$ cat src/rtl/dmem_arbiter.sv
// Data-memory arbiter between the core MEM stage and the GEMM burst port.
//
// Grants the single memory port to one requester at a time, alternating
// fairly when both are waiting, and sequences multi-beat GEMM bursts.
//
// Ports:
//   clk, reset                      clock, synchronous active-high reset
//   core_mem_read/write, core_addr,
//   core_wdata, core_wmask          core load/store request (held while stalled)
//   core_rdata, core_stall          load data / pipeline freeze
//   gemm_req, gemm_we, gemm_addr,
//   gemm_len, gemm_wdata            burst request (len = beats - 1)
//   gemm_gnt, gemm_rvalid,
//   gemm_rdata, gemm_done           beat accept, read beat, burst end pulse
//   mem_req, mem_we, mem_addr,
//   mem_wdata, mem_wmask            memory request
//   mem_ready, mem_rdata            memory accept, read data one cycle later
module dmem_arbiter #(
    parameter int unsigned ADDR_W = 32,
    parameter int unsigned DATA_W = 32
) (
    input  logic              clk,
    input  logic              reset,
    input  logic              core_mem_read,
    input  logic              core_mem_write,
    input  logic [ADDR_W-1:0] core_addr,
    input  logic [DATA_W-1:0] core_wdata,
    input  logic [3:0]        core_wmask,
    output logic [DATA_W-1:0] core_rdata,
    output logic              core_stall,
    input  logic              gemm_req,
    input  logic              gemm_we,
    input  logic [ADDR_W-1:0] gemm_addr,
    input  logic [3:0]        gemm_len,
    input  logic [DATA_W-1:0] gemm_wdata,
    output logic              gemm_gnt,
    output logic              gemm_rvalid,
    output logic [DATA_W-1:0] gemm_rdata,
    output logic              gemm_done,
    output logic              mem_req,
    output logic              mem_we,
    output logic [ADDR_W-1:0] mem_addr,
    output logic [DATA_W-1:0] mem_wdata,
    output logic [3:0]        mem_wmask,
    input  logic              mem_ready,
    input  logic [DATA_W-1:0] mem_rdata
);

    localparam logic [ADDR_W-1:0] BeatBytes = ADDR_W'(DATA_W / 8);

    typedef enum logic [2:0] {
        StIdle,
        StCore,
        StCoreResp,
        StGemm,
        StGemmDrain
    } state_e;

    state_e            state_q, state_d;
    logic              last_gemm_q, last_gemm_d;   // 1: GEMM owned the port last
    logic [ADDR_W-1:0] gaddr_q, gaddr_d;
    logic [3:0]        glen_q, glen_d;
    logic [3:0]        beat_q, beat_d;
    logic              gwe_q, gwe_d;
    logic              rvalid_q, rvalid_d;        // a GEMM read was accepted last cycle

    logic core_req;
    logic core_wr;
    logic core_done;
    logic last_beat;

    assign core_req  = core_mem_read | core_mem_write;
    // A request with both read and write set is a store.
    assign core_wr   = core_mem_write;
    assign last_beat = (beat_q == glen_q);

    always_comb begin
        state_d     = state_q;
        last_gemm_d = last_gemm_q;
        gaddr_d     = gaddr_q;
        glen_d      = glen_q;
        beat_d      = beat_q;
        gwe_d       = gwe_q;
        rvalid_d    = 1'b0;

        mem_req     = 1'b0;
        mem_we      = 1'b0;
        mem_addr    = '0;
        mem_wdata   = '0;
        mem_wmask   = 4'h0;
        gemm_gnt    = 1'b0;
        gemm_done   = 1'b0;
        core_done   = 1'b0;
        core_rdata  = '0;

        unique case (state_q)
            StIdle: begin
                if (core_req && (last_gemm_q || !gemm_req)) begin
                    state_d = StCore;
                end else if (gemm_req) begin
                    gaddr_d = gemm_addr;
                    glen_d  = gemm_len;
                    gwe_d   = gemm_we;
                    beat_d  = '0;
                    state_d = StGemm;
                end
            end
            StCore: begin
                mem_req   = 1'b1;
                mem_we    = core_wr;
                mem_addr  = core_addr;
                mem_wdata = core_wdata;
                mem_wmask = core_wr ? core_wmask : 4'hF;
                if (mem_ready) begin
                    last_gemm_d = 1'b0;
                    if (core_wr) begin
                        core_done = 1'b1;
                        state_d   = StIdle;
                    end else begin
                        state_d = StCoreResp;
                    end
                end
            end
            StCoreResp: begin
                core_done  = 1'b1;
                core_rdata = mem_rdata;
                state_d    = StIdle;
            end
            StGemm: begin
                mem_req   = 1'b1;
                mem_we    = gwe_q;
                mem_addr  = gaddr_q;
                mem_wdata = gemm_wdata;
                mem_wmask = 4'hF;
                if (mem_ready) begin
                    gemm_gnt = 1'b1;
                    rvalid_d = !gwe_q;
                    gaddr_d  = gaddr_q + BeatBytes;
                    beat_d   = beat_q + 4'd1;
                    if (last_beat) begin
                        last_gemm_d = 1'b1;
                        beat_d      = '0;
                        if (gwe_q) begin
                            gemm_done = 1'b1;
                            state_d   = StIdle;
                        end else begin
                            // Last read beat still has its data in flight.
                            state_d = StGemmDrain;
                        end
                    end
                end
            end
            StGemmDrain: begin
                gemm_done = 1'b1;
                state_d   = StIdle;
            end
            default: begin
                state_d = StIdle;
            end
        endcase

        core_stall = core_req & ~core_done;
    end

    assign gemm_rvalid = rvalid_q;
    assign gemm_rdata  = rvalid_q ? mem_rdata : '0;

    always_ff @(posedge clk) begin
        if (reset) begin
            state_q     <= StIdle;
            last_gemm_q <= 1'b1;   // core wins the first tie
            gaddr_q     <= '0;
            glen_q      <= '0;
            beat_q      <= '0;
            gwe_q       <= 1'b0;
            rvalid_q    <= 1'b0;
        end else begin
            state_q     <= state_d;
            last_gemm_q <= last_gemm_d;
            gaddr_q     <= gaddr_d;
            glen_q      <= glen_d;
            beat_q      <= beat_d;
            gwe_q       <= gwe_d;
            rvalid_q    <= rvalid_d;
        end
    end

endmodule
$ cat config.mk
export PLATFORM = sky130hd
export DESIGN_NAME = dmem_arbiter
export DESIGN_NICKNAME = d
export VERILOG_FILES = /design/src/rtl/dmem_arbiter.sv
export SDC_FILE = /design/constraint.sdc
export NUM_CORES = 1
export LEC_CHECK = 0
export CAP_MARGIN = 0
export CORE_AREA = 3 3 120 122
export CTS_CLUSTER_SIZE = 40
export DETAILED_ROUTE_END_ITERATION = 10
export DIE_AREA = 0 0 123 125
export PLACE_DENSITY = 0.78
export REMOVE_ABC_BUFFERS = 1
export SKIP_LAST_GASP = 1
export SLEW_MARGIN = 10
export SYNTH_ARGS = -nofsm -noshare
export SYNTH_HDL_FRONTEND = slang
export SYNTH_SLANG_ARGS = --single-unit
export TNS_END_PERCENT = 10
$ cat constraint.sdc
create_clock -name clk -period 2 [get_ports clk]
set_input_delay 0.4 -clock clk [delete_from_list [all_inputs] [get_ports clk]]
set_output_delay 0.4 -clock clk [all_outputs]
set_load 0.01 [all_outputs]
=== Word level (Yosys, flattened, before mapping) ===
Cells that the tools add are included.

* Register bits: 46
* Bits of input ports: 175
* Output and inout bits: 138
* Word-level logic and storage cells: 77

* $add $sub $neg: 2
* Equality and inequality tests: 11
* Multiplexer cells: 38
* Bitwise operators: 6
* Reductions and logical operators: 13

{| class="wikitable"
|+ Operators with widths
! kind !! number
|-
| 32-bit one-hot mux with 2 select lines || 3
|-
| 32-bit 2-to-1 mux || 5
|-
| 32-bit by 3-bit adder with 32-bit output (second input constant) || 1
|-
| 4-bit 2-to-1 mux || 5
|-
| 3-bit 2-to-1 mux || 6
|-
| 4-bit one-hot mux with 2 select lines || 2
|-
| 4-bit AND reduction || 3
|-
| 1-bit 2-to-1 mux || 11
|-
| 2-bit != test (second input constant) || 5
|-
| 3-bit one-hot mux with 3 select lines || 1
|-
| 1-bit one-hot mux with 2 select lines || 4
|-
| 3-bit by 2-bit == test with 1-bit output (second input constant) || 2
|-
| 4-bit by 1-bit adder with 4-bit output (second input constant) || 1
|-
| 4-bit == test || 1
|-
| 1-bit NOT || 4
|-
| 2-bit nonzero test || 2
|-
| 3-bit by 1-bit == test with 1-bit output (second input constant) || 1
|-
| 3-bit == test (second input constant) || 1
|-
| 3-bit logical NOT || 1
|-
| 3-bit != test (second input constant) || 1
|-
| 3-bit AND reduction || 1
|-
| 3-bit OR reduction || 1
|-
| 1-bit logical NOT || 2
|-
| 2-bit 2-to-1 mux || 1
|-
| 5 further kinds || 5
|}

=== Depth between registers and ports, before layout ===
* Word-level depth: 5
* Mapped depth: 10
* Depth with buffers taken out: 7

=== Least setup slack after synthesis ===
OpenSTA, ideal clock, no wires.

* Path kind: reg2out
* Start point: reg state_q[1]
* End point: out mem_addr[11]
* Data arrival time: 1.455 ns
* Data required time: 1.600 ns
* Path slack: 0.145 ns
* Stages on the path, launching flop included: 6
* Buffers on the path: 3
* Cell sequence: dfxtp_1 -> buf_2 -> buf_1 -> buf_2 -> mux2i_1 -> nor2_1

* Longest elaborated chain between the ends: 2
* Elaborated cells on any way between the ends: 3
* Those cells by class: 2 x eq/ne; 1 x mux

{| class="wikitable"
|+ RTL lines
! element !! line !! source
|-
| start, declared || 59 || <nowiki>state_e state_q, state_d;</nowiki>
|-
| start signal, assigned || 170 || <nowiki>state_q <= StIdle;</nowiki>
|-
| start signal, assigned || 178 || <nowiki>state_q <= state_d;</nowiki>
|-
| 3-bit by 2-bit == test with 1-bit output or 3-bit by 1-bit == test with 1-bit output (tied branches) || 96 || <nowiki>unique case (state_q)</nowiki>
|-
| 32-bit one-hot mux with 2 select lines (*) || 96 ||
|-
| end, declared || 42 || <nowiki>output logic [ADDR_W-1:0] mem_addr,</nowiki>
|}

Mark *: on every way between the ends. The rest lies on a longest branch, timed or not.

=== Final worst setup path ===
* Start point: reg state_q[0]
* End point: out core_rdata[13]

* Longest elaborated chain between the ends: 2

{| class="wikitable"
|+ RTL lines
! element !! line !! source
|-
| 3-bit by 2-bit == test with 1-bit output || 96 ||
|-
| 32-bit 2-to-1 mux || 96 ||
|-
| end, declared || 29 || <nowiki>output logic [DATA_W-1:0] core_rdata,</nowiki>
|}

Every way passes these cells.

==> Flow_metrics.wiki <==
{| class="wikitable"
! Metric !! Value
|-
| Setup Slack @ Placement || -0.2857 ns
|-
| Hold path depth || 2
|-
| Fill cell count || 1238
|-
| Highest-count cells in the layout ignoring fill and taps || clkdlybuf4s50_1, nor2_1, and2_1
|-
| Critical path, cell by cell || inv_1, nand2_1, nor2_2, buf_12, and2_1, clkdlybuf4s50_1
|-
| Fraction of registers with async set or reset after synthesis || 0%
|-
| Wire length of the first global-routing pass || 29900 µm
|-
| IR drop worst, VDD || 0.5666 mV
|-
| Reg power frac || 28.5%
|-
| Core Box Area || 13300 µm²
|-
| Min-Delay Startpoint || gaddr_q[0]
|-
| FF-to-FF End || gaddr_q[18]
|-
| Static leakage || 3.354 nW
|-
| Number of hold buffers added after CTS || 0
|-
| Total congestion overflow || 0
|-
| Data arrival time of the worst path || 1.81 ns
|-
| Failing checks || negative setup slack
|-
| RSZ-0062 raised after global routing || yes
|-
| Final instance area || 8119 µm²
|-
| Headroom to the max-slew limit || 72.25%
|-
| Depth of the worst register-to-register path || 5
|-
| Post-Syn Instances || 583
|-
| Grt met3 use || 5.285%
|-
| Relative contribution of the clock network to total power || 25.5%
|-
| Worst Setup Path Type || reg -> out
|-
| Most common library cell in the layout ignoring fill and taps || clkdlybuf4s50_1
|-
| Number of iterations in the first detailed-routing pass || 5
|-
| Area growth from synthesis to final layout || 95.69%
|-
| Internal power of the cells || 2.566 mW
|-
| Hold/Removal Path Class || reg -> reg
|-
| Gr busiest metal || met2
|-
| Setup violations, final || 83
|-
| Synth cell types || 60
|-
| Number of global-route vias before repair || 5390
|-
| Antenna violations before repair || 2
|-
| Crit end category || output port
|-
| Count of maximum capacitance violations || 0
|-
| Top cells by area in the synthesized netlist || dfxtp_1, mux2i_1, and2_1, nor2_1, nand2_1
|-
| Number of enable flip-flop cells after synthesis || 0
|-
| Switching power || 1.189 mW
|-
| Number of clock sinks || 46
|-
| Number of buffers created by CTS || 5
|-
| Skew final || 0.007195 ns
|-
| Average routed wire per standard cell || 18.20 µm
|-
| Max Fclk || 451.8 MHz
|-
| CTS H-Tree Depth || 2
|-
| Buffering stage count on the worst path with inverters included || 3
|-
| Met1 track demand over resource in global routing || 28.00%
|-
| Post-route DRC || 0
|-
| Share of the clock period used by the worst path || 110.7%
|-
| Worst path required time || 1.60 ns
|-
| Max-slew violation count || 0
|-
| Post-Synthesis Cell Area || 4149 µm²
|-
| Slew @ Worst Pin || 0.4105 ns
|-
| Number of standard cells in the final layout excluding fillers || 1103
|-
| Via Count || 5654
|-
| Synth Register Bits || 46
|-
| Met2 Usage GRT || 45.45%
|-
| Final weighted congestion of routability-driven global placement || 0.8712
|-
| Clock slew at the register clock pins of the worst setup and hold paths || 0.07 ns
|-
| Slowest Stage Delay on Critical Path || 0.54 ns
|-
| Share of the yosys chip area belonging to registers || 22.20%
|-
| Hold worst-path end || gaddr_q[0]
|-
| Horizontal extent of the die || 123 µm
|-
| Via density per instance || 5.126
|-
| R2R Path Start || gaddr_q[11]
|-
| Status || finished with violations
|-
| Number of buffers added on ports || 312
|-
| Maximum number of pins on one net before global-route repair || 48
|-
| Slack of the critical path || -0.2135 ns
|-
| Startpoint of the worst setup timing path || state_q[0]
|-
| Total placed instance area || 7921 µm²
|-
| Slack of the worst reg-to-reg path || 0.13 ns
|-
| Slowest-stage cell, CP || clkdlybuf4s50_1
|-
| Area share of the leading cell type in the synthesized netlist || 22.20%
|-
| 1st-iter DRT viols || 408
|-
| Gate power share || 46.1%
|-
| Cell type contributing the most total cell area after synthesis || dfxtp_1
|-
| Top delay family on crit path || buffers and inverters
|-
| CTS tree || built
|-
| Number of hold-slack violations in the final timing report || 0
|-
| Dominant register cell in the synthesized netlist || dfxtp_1
|-
| Antenna-violating nets left || 0
|-
| Final TNS setup || -11.95 ns
|-
| Element type at the critical path start || flop
|-
| Overall routing resource usage || 24.41%
|-
| Total number of placement rows || 42
|-
| Initial Util || 31.21%
|-
| Number of buffers between clock root and the deepest sink || 2
|-
| Cell Pwr Density || 462.5 nW/µm²
|-
| Die H || 125 µm
|-
| Average size of a mapped cell || 7.117 µm²
|-
| # IOs || 313
|-
| Post-layout net count || 1101
|-
| Switch share || 31.67%
|-
| Total length of routed wires || 20080 µm
|-
| Estimated wirelength of the detail-placed design || 16120 µm
|-
| Worst-skew pair later-pin latency || 0.29 ns
|-
| Root Driver || clkbuf_16
|-
| Shortest clock period the worst path allows after layout || 2.214 ns
|-
| Critical-path maximum fanout || 32
|-
| Total Die Area || 15380 µm²
|-
| Fraction of final layout cells with drive strength greater than 1 || 10.05%
|-
| Warnings, synthesis || 0
|-
| DP Cell Count || 1092
|}
[layer usage]
metal  routed length, µm  up-vias
li1                    -     2758
met1                7577     2604
met2               10450      264
met3                1689       28
met4                 354        0
met5                   0        -
[repair_timing]
item | CTS | global route
pin swaps | 0 | 0
gates resized for setup | 41 | 8
cloned | 1 | 0
setup endpoints to repair | 105 | 108
setup buffers | 0 | 0
[tightest hold or removal path: cells and delay by family, from the launching register on]
kind,cells,cell delay [ns]
AOI/OAI and AO/OA,1,0.05
DFF,1,0.32
and+or+nand+nor,1,0.05
[area by class of cell]
cell class                      instances  area (µm²)  area share [%]
Antenna cell                            2       5.005         0.06164
Clock buffer                            5       125.1           1.541
Clock inverter                          3       45.04          0.5548
Inverter                                5       18.77          0.2312
Multi-Input combinational cell        485        3032           37.34
Sequential cell                        46       928.4           11.43
Tap cell                              176       220.2           2.712
Timing Repair Buffer                  381        3745           46.12
[metrics by stage]
| step | power, mW | hold WS (ns) | utilization (%) |
|---|---|---|---|
| global route | 3.938 | 0.4842 | 61.07 |
| floorplan | 1.749 | 0.4255 | - |
| finish | 3.755 | 0.4653 | 61.07 |
| detailed placement | 2.830 | 0.4575 | 59.58 |
| global placement | 2.814 | 0.4512 | 59.58 |
| CTS | 3.770 | 0.4676 | 60.88 |
[worst max-delay path by stage]
stage	end	slack, ns	cells past startpoint
after floorplan	gaddr_q[9]	-2.72	4
after global placement	core_stall	-0.32	6
after detailed placement	core_stall	-0.29	6
after CTS	mem_we	-0.22	4
after global routing	core_rdata[20]	-0.31	6
final	core_rdata[13]	-0.21	6
[kinds of logic (layout without fill, tap and decap cells)]
group	count (synthesis)	in the layout	synth area share, %
fa+ha+maj	2	2	0.6030
compound gates	110	110	17.97
mux	66	66	15.92
flops	46	46	22.20
xor+xnor	4	4	1.026
buf+inv	52	394	5.127
simple gates	303	303	37.15
other cells	0	2	0
[registers in the layout, summed over array words and instances (netlist names)]
signal	count
glen_q	4
beat_q	4
gwe_q	1
state_q	3
last_gemm_q	1
gemm_rvalid	1
gaddr_q	32
[synthesized netlist by cell type (2+ instances only)]
cell type and n:
a2111oi_0 2, a211oi_1 6, a21o_1 4, a21oi_1 35
a22o_1 2, a2bb2oi_1 3, a311oi_1 5, a31oi_1 6
a32o_1 5, and2_1 67, and3_1 10, and4_1 6
buf_1 3, buf_2 14, clkbuf_1 30, dfxtp_1 46
ha_1 2, inv_1 4, mux2i_1 66, nand2_1 48
nand2b_1 3, nand3_1 24, nand3b_1 4, nand4_1 6
nor2_1 103, nor3_1 12, nor3b_1 2, nor4_1 7
o21ai_0 15, o21ai_1 5, o221ai_1 2, o22ai_1 4
o31ai_1 3, xor2_1 3
[power by group through the flow]
stage | Sequential, mW | Combinational, mW | Clock [mW]
after floorplan | 1.11 | 0.639 | 0
after global placement | 1.08 | 1.73 | 0
final | 1.07 | 1.73 | 0.957
after CTS | 1.07 | 1.74 | 0.965
after detailed placement | 1.09 | 1.74 | 0
after global routing | 1.08 | 1.86 | 1.00
(Power assumes the default switching activity.)
